==> config.mk <==
export PLATFORM = sky130hd
export DESIGN_NAME = mem_arbiter
export DESIGN_NICKNAME = d
export VERILOG_FILES = /design/src/rtl/mem_arbiter.sv
export SDC_FILE = /design/constraint.sdc
export NUM_CORES = 1
export LEC_CHECK = 0
export CAP_MARGIN = 20
export CORE_ASPECT_RATIO = 0.5
export CORE_MARGIN = 1
export CORE_UTILIZATION = 36
export CTS_CLUSTER_DIAMETER = 100
export DETAILED_ROUTE_END_ITERATION = 8
export PLACE_DENSITY_LB_ADDON = 0.12
export SLEW_MARGIN = 30
export SYNTH_ARGS = -nofsm -noshare
export SYNTH_HDL_FRONTEND = slang
export SYNTH_SLANG_ARGS = --single-unit
==> constraint.sdc <==
create_clock -name clk -period 2.8 [get_ports clk]
set_input_delay 0.42 -clock clk [delete_from_list [all_inputs] [get_ports clk]]
set_output_delay 0.42 -clock clk [all_outputs]
set_load 0.02 [all_outputs]
==> src/rtl/mem_arbiter.sv <==
`default_nettype none
// ============================================================================
// mem_arbiter : two-master single-port RAM arbiter with bus lock, lock timeout
//               and round-robin; MEM_ARBITER_CPU_PRIORITY_EN gives m0 fixed win.
// Revision    : 1.0
// ============================================================================
module mem_arbiter #(
  parameter int AW       = 16,
  parameter int DW       = 16,
  parameter int LOCK_MAX = 8
) (
  input  logic          clk,
  input  logic          rst,
  input  logic          m0_req,
  input  logic          m0_we,
  input  logic          m0_lock,
  input  logic [AW-1:0] m0_addr,
  input  logic [DW-1:0] m0_wdata,
  output logic          m0_gnt,
  output logic          m0_rvalid,
  output logic [DW-1:0] m0_rdata,
  input  logic          m1_req,
  input  logic          m1_we,
  input  logic          m1_lock,
  input  logic [AW-1:0] m1_addr,
  input  logic [DW-1:0] m1_wdata,
  output logic          m1_gnt,
  output logic          m1_rvalid,
  output logic [DW-1:0] m1_rdata,
  output logic          mem_en,
  output logic          mem_we,
  output logic [AW-1:0] mem_addr,
  output logic [DW-1:0] mem_wdata,
  input  logic [DW-1:0] mem_rdata,
  output logic [1:0]    owner
);

  localparam int                 c_cnt_w    = $clog2(LOCK_MAX + 1);
  localparam logic [c_cnt_w-1:0] c_lock_max = c_cnt_w'(LOCK_MAX);

  typedef enum logic [1:0] {
    S_IDLE = 2'b00,
    S_OWN0 = 2'b01,
    S_OWN1 = 2'b10
  } state_t;

  state_t             r_state;
  state_t             w_state_nxt;
  logic [c_cnt_w-1:0] r_cnt;
  logic [c_cnt_w-1:0] w_cnt_nxt;
  logic [c_cnt_w-1:0] w_cnt_inc;
  logic               w_req0;
  logic               w_req1;
  logic               w_gnt0;
  logic               w_gnt1;
  logic               w_hold;
  logic               w_timeout;
  logic               w_pick1;
  logic               w_m0_bounded;
  logic [AW-1:0]      r_addr;
  logic [DW-1:0]      r_wdata;
  logic               r_rv0;
  logic               r_rv1;

  // Requests are masked while reset is held so nothing is granted.
  assign w_req0 = m0_req & rst;
  assign w_req1 = m1_req & rst;

`ifdef MEM_ARBITER_CPU_PRIORITY_EN
  assign w_pick1      = 1'b0;
  assign w_m0_bounded = 1'b0;
`else
  logic r_rr;

  assign w_pick1      = r_rr;
  assign w_m0_bounded = 1'b1;

  // After a contested grant or a timeout, prefer whoever did not win.
  always_ff @(posedge clk or negedge rst) begin
    if (!rst) begin
      r_rr <= 1'b0;
    end else if (((r_state == S_IDLE) && w_req0 && w_req1) || w_timeout) begin
      r_rr <= w_gnt0;
    end
  end
`endif

  always_ff @(posedge clk or negedge rst) begin
    if (!rst) begin
      r_state <= S_IDLE;
      r_cnt   <= '0;
    end else begin
      r_state <= w_state_nxt;
      r_cnt   <= w_cnt_nxt;
    end
  end

  always_comb begin
    w_gnt0      = 1'b0;
    w_gnt1      = 1'b0;
    owner       = 2'b00;
    w_state_nxt = S_IDLE;
    w_cnt_nxt   = '0;
    case (r_state)
      S_OWN0: begin
        w_gnt0 = w_req0;
        owner  = 2'b01;
      end
      S_OWN1: begin
        w_gnt1 = w_req1;
        owner  = 2'b10;
      end
      default: begin
        w_gnt0 = w_req0 & ~(w_req1 & w_pick1);
        w_gnt1 = w_req1 & ~w_gnt0;
        owner  = {w_gnt1, w_gnt0};
      end
    endcase
    // The counter includes the granting cycle, so ownership lasts LOCK_MAX cycles.
    w_cnt_inc = (r_cnt >= c_lock_max) ? r_cnt : r_cnt + c_cnt_w'(1);
    w_hold    = (w_gnt0 & m0_lock) | (w_gnt1 & m1_lock);
    w_timeout = w_hold & (w_gnt1 | w_m0_bounded) & (w_cnt_inc >= c_lock_max);
    if (w_hold && !w_timeout) begin
      w_state_nxt = w_gnt1 ? S_OWN1 : S_OWN0;
      w_cnt_nxt   = w_cnt_inc;
    end
  end

  assign m0_gnt    = w_gnt0;
  assign m1_gnt    = w_gnt1;
  assign mem_en    = w_gnt0 | w_gnt1;
  assign mem_we    = (w_gnt0 & m0_we) | (w_gnt1 & m1_we);
  assign mem_addr  = w_gnt1 ? m1_addr  : (w_gnt0 ? m0_addr  : r_addr);
  assign mem_wdata = w_gnt1 ? m1_wdata : (w_gnt0 ? m0_wdata : r_wdata);

  always_ff @(posedge clk or negedge rst) begin
    if (!rst) begin
      r_addr  <= '0;
      r_wdata <= '0;
      r_rv0   <= 1'b0;
      r_rv1   <= 1'b0;
    end else begin
      if (w_gnt0 || w_gnt1) begin
        r_addr  <= mem_addr;
        r_wdata <= mem_wdata;
      end
      r_rv0 <= w_gnt0 & ~m0_we;
      r_rv1 <= w_gnt1 & ~m1_we;
    end
  end

  assign m0_rvalid = r_rv0;
  assign m1_rvalid = r_rv1;
  assign m0_rdata  = r_rv0 ? mem_rdata : '0;
  assign m1_rdata  = r_rv1 ? mem_rdata : '0;

endmodule
`default_nettype wire
==> results.py <==
metrics = {
    "outcome": {
        "outcome": "finished clean",
    },
    "setup_path": {
        "rr_endpoint": "r_cnt[2]$_DFF_PN0_",
        "regToRegSetupSlack_ns": 0.65,
        "cp-start-kind": "flip-flop",
        "crit_fanout": 6,
        "criticalPathCategory": "flip-flop to primary output",
        "crit_path_max_incr_delay_ns": 0.38,
        "crit_chain": "inv_2 -> ha_4 -> and3b_2 -> nor3_4 -> buf_6 -> buf_12 -> mux2i_4 -> o21ai_1 -> dlygate4sd2_1",
        "cp_slowest_cell": "dfrtp_1",
        "required_ns": 2.38,
        "cp.arrival_ns": 2.35,
        "reg2reg_depth": 9,
        "reg2reg_from": "r_state[0]$_DFF_PN0_",
        "critPathCaptureType": "primary output",
    },
    "flow_run": {
        "maxCapViolations": 0,
    },
    "timing": {
        "grt_setup_unrepaired": "true",
        "fin_ws_ns": 0.0257,
        "finalHoldViolations": 0,
        "hold_slack_ns": 0.295,
        "max_freq_mhz": 360,
        "relSlewSlack_pct": 64.5,
        "finalCritPeriodShare_pct": 99.1,
        "worstMarginPinSlew_ns": 0.532,
        "period_needed_ns": 2.77,
        "slew_viol_final": 0,
        "skew_ns": 0.00534,
        "setup_viol": 0,
    },
    "clock_tree": {
        "clock-sinks": 41,
        "cts.hold.buffers_added": 0,
        "clockBufferDepth": 2,
        "cts_tree": "done",
        "clk_latency_ns": 0.28,
        "cts.clk_slew.worst_paths_ns": 0.06,
        "cts_max_level": 2,
        "clock-root-buffer": "clkbuf_16",
        "cts_made_buffers": 5,
    },
    "floorplanning": {
        "pin_count": 160,
        "initial_core_util_pct": 38.6,
        "dieArea_mm2": 0.00709,
        "die_w_um": 118,
        "die_y_um": 60.1,
        "rows": 20,
        "core_area_mm2": 0.00628,
    },
    "global_routing": {
        "grt_pass1_wl_mm": 12.4,
        "antenna_found_initial": 0,
        "grt_max_degree": 46,
        "overflow": 0,
        "grt_pass1_vias": 2621,
        "grt_usage_pct": 22.7,
    },
    "cells_and_area": {
        "final_cell_mix": "clkdlybuf4s50_1, o21ai_1, dfrtp_1, nand2_1, and2_1",
        "insertedDiodeCount": 0,
        "layout-drive-gt1-share_pct": 26.4,
        "layout_commonest_cell": "clkdlybuf4s50_1",
        "fin_area_mm2": 0.00476,
        "synthToLayoutAreaGrowth_pct": 96.3,
        "nNetsFinal": 542,
    },
    "drt": {
        "totalWireLength_mm": 8.12,
        "vias": 2654,
        "routedWlPerCell_um": 15.1,
        "dr.pass1.iters": 4,
        "post-route-drc-count": 0,
        "vias_per_cell": 4.93,
        "drt_iter0_markers": 86,
        "antenna_left": 0,
    },
    "place": {
        "pre_cts_ws_ns": -0.293,
        "gp_congestion": 0.823,
        "dp_hpwl_mm": 5.53,
        "portBuffers": 159,
        "dpl_cell_area_mm2": 0.00425,
    },
    "pwr": {
        "p_per_area_mw_per_mm2": 555,
        "leakage_uw": 0.00194,
        "ir_drop_mv": 0.316,
    },
    "hold_path": {
        "hold_class": "input pin to asynchronous set/reset pin",
    },
    "synthesis": {
        "syn-num-nets": 356,
        "ys_ff_latch": 41,
        "synth_cell_types": 33,
        "seq_area_frac_synth_pct": 42.3,
        "syn-cell-area_mm2": 0.00243,
        "avgSynthCellArea_um2": 9.22,
        "ys_warn_count": 0,
        "syn_inst": 263,
    },
}
-- Yosys cell counts --
master / instances / area share [%]
o21ai_1: 52 / 11
dfrtp_1: 41 / 42
nand2_1: 37 / 5.7
mux2i_1: 33 / 14
and2_1: 32 / 8.3
o21ai_0: 12 / 2.5
buf_2: 6 / 1.2
clkbuf_1: 6 / 0.93
ha_1: 5 / 2.6
inv_1: 4 / 0.62
nor2b_1: 4 / 1.0
nor3_1: 4 / 0.83
buf_12: 3 / 2.5
nand2b_1: 2 / 0.52
nor3_2: 2 / 0.83
nor3b_1: 2 / 0.62
nor4_1: 2 / 0.52
a211oi_1: 1 / 0.31
a21o_1: 1 / 0.31
a21oi_1: 1 / 0.21
a22o_1: 1 / 0.36
a22oi_1: 1 / 0.31
a31o_2: 1 / 0.36
and3_1: 1 / 0.26
and3b_1: 1 / 0.36
buf_6: 1 / 0.46
clkbuf_2: 1 / 0.21
conb_1: 1 / 0.15
nand4_1: 1 / 0.26
o22ai_1: 1 / 0.26
o31ai_1: 1 / 0.31
or2_2: 1 / 0.26
xnor2_1: 1 / 0.36
-- repair_timing --
| action | CTS | global route |
|---|---|---|
| hold endpoints to repair | 0 | 0 |
| pin swaps | 1 | 2 |
| endpoints found under the setup margin | 36 | 35 |
| gates resized for setup | 85 | 97 |
| setup buffers | 2 | 6 |
| cloned | 2 | 1 |
-- worst max-delay path, delay by kind of cell (launching register included) --
kind / cells / cell delay, ns
buffers and inverters: 4 / 0.71
flip-flops: 1 / 0.38
AND/OR/NAND/NOR: 2 / 0.35
adder cells (fa/ha/maj): 1 / 0.29
multiplexers: 1 / 0.23
AO/OA/AOI/OAI: 1 / 0.07
-- power breakdown --
group,switching (uW),internal (uW)
Clock,230,445
Sequential,94.4,722
Combinational,561,589
-- cell families after synthesis --
family | count (synthesis) | share of synthesized area (%)
compound gates | 72 | 15.6
xor+xnor | 1 | 0.361
fa+ha+maj | 5 | 2.58
buf+inv | 21 | 5.93
flops | 41 | 42.3
mux | 33 | 13.6
other cells | 1 | 0.155
simple gates | 89 | 19.4
-- layer usage --
metal,vias to the layer above,GRT usage [%],wire length (um)
met5,-,0,0
met4,0,8.06,127
met3,10,5.15,356
met2,100,41.5,4260
met1,1258,26.9,3380
li1,1286,-,-
-- registers in the layout, summed over array words and instances, names as in the netlist --
name       flops
r_rr           1
r_addr        16
r_wdata       16
r_cnt          4
m1_rvalid      1
m0_rvalid      1
r_state        2
-- cell type report --
| type | count | area, um^2 |
|---|---|---|
| repair buffers | 196 | 1840 |
| multi-input cells | 201 | 1600 |
| fillers | 451 | 1520 |
| flip-flops and latches | 41 | 1030 |
| clock buffers | 7 | 143 |
| well taps | 88 | 110 |
| clock inverters | 1 | 30.0 |
| inverters | 4 | 15.0 |
-- worst max-delay path by stage --
stage                    startpoint           end  cells past startpoint
3_5_place_dp                 m0_req  mem_addr[15]                      7
6_report       r_state[0]$_DFF_PN0_  mem_addr[14]                      9
4_1_cts        r_state[0]$_DFF_PN0_   mem_addr[8]                      9
2_1_floorplan  r_state[0]$_DFF_PN0_   mem_addr[0]                      7
3_3_place_gp                 m0_req   mem_addr[3]                      7
5_1_grt        r_state[0]$_DFF_PN0_  mem_addr[10]                     10
-- stage by stage --
stage	power (uW)	util, %	setup TNS [ns]	std cells
after CTS	2520	72.5	-0.602	531
after detailed placement	1830	67.7	-6.07	519
after floorplan	1290	-	0	263
after global routing	2790	75.8	-0.476	538
final	2640	75.8	0	538
after global placement	1810	67.7	-4.52	519
Note: power is estimated with default switching activity, not from simulation.
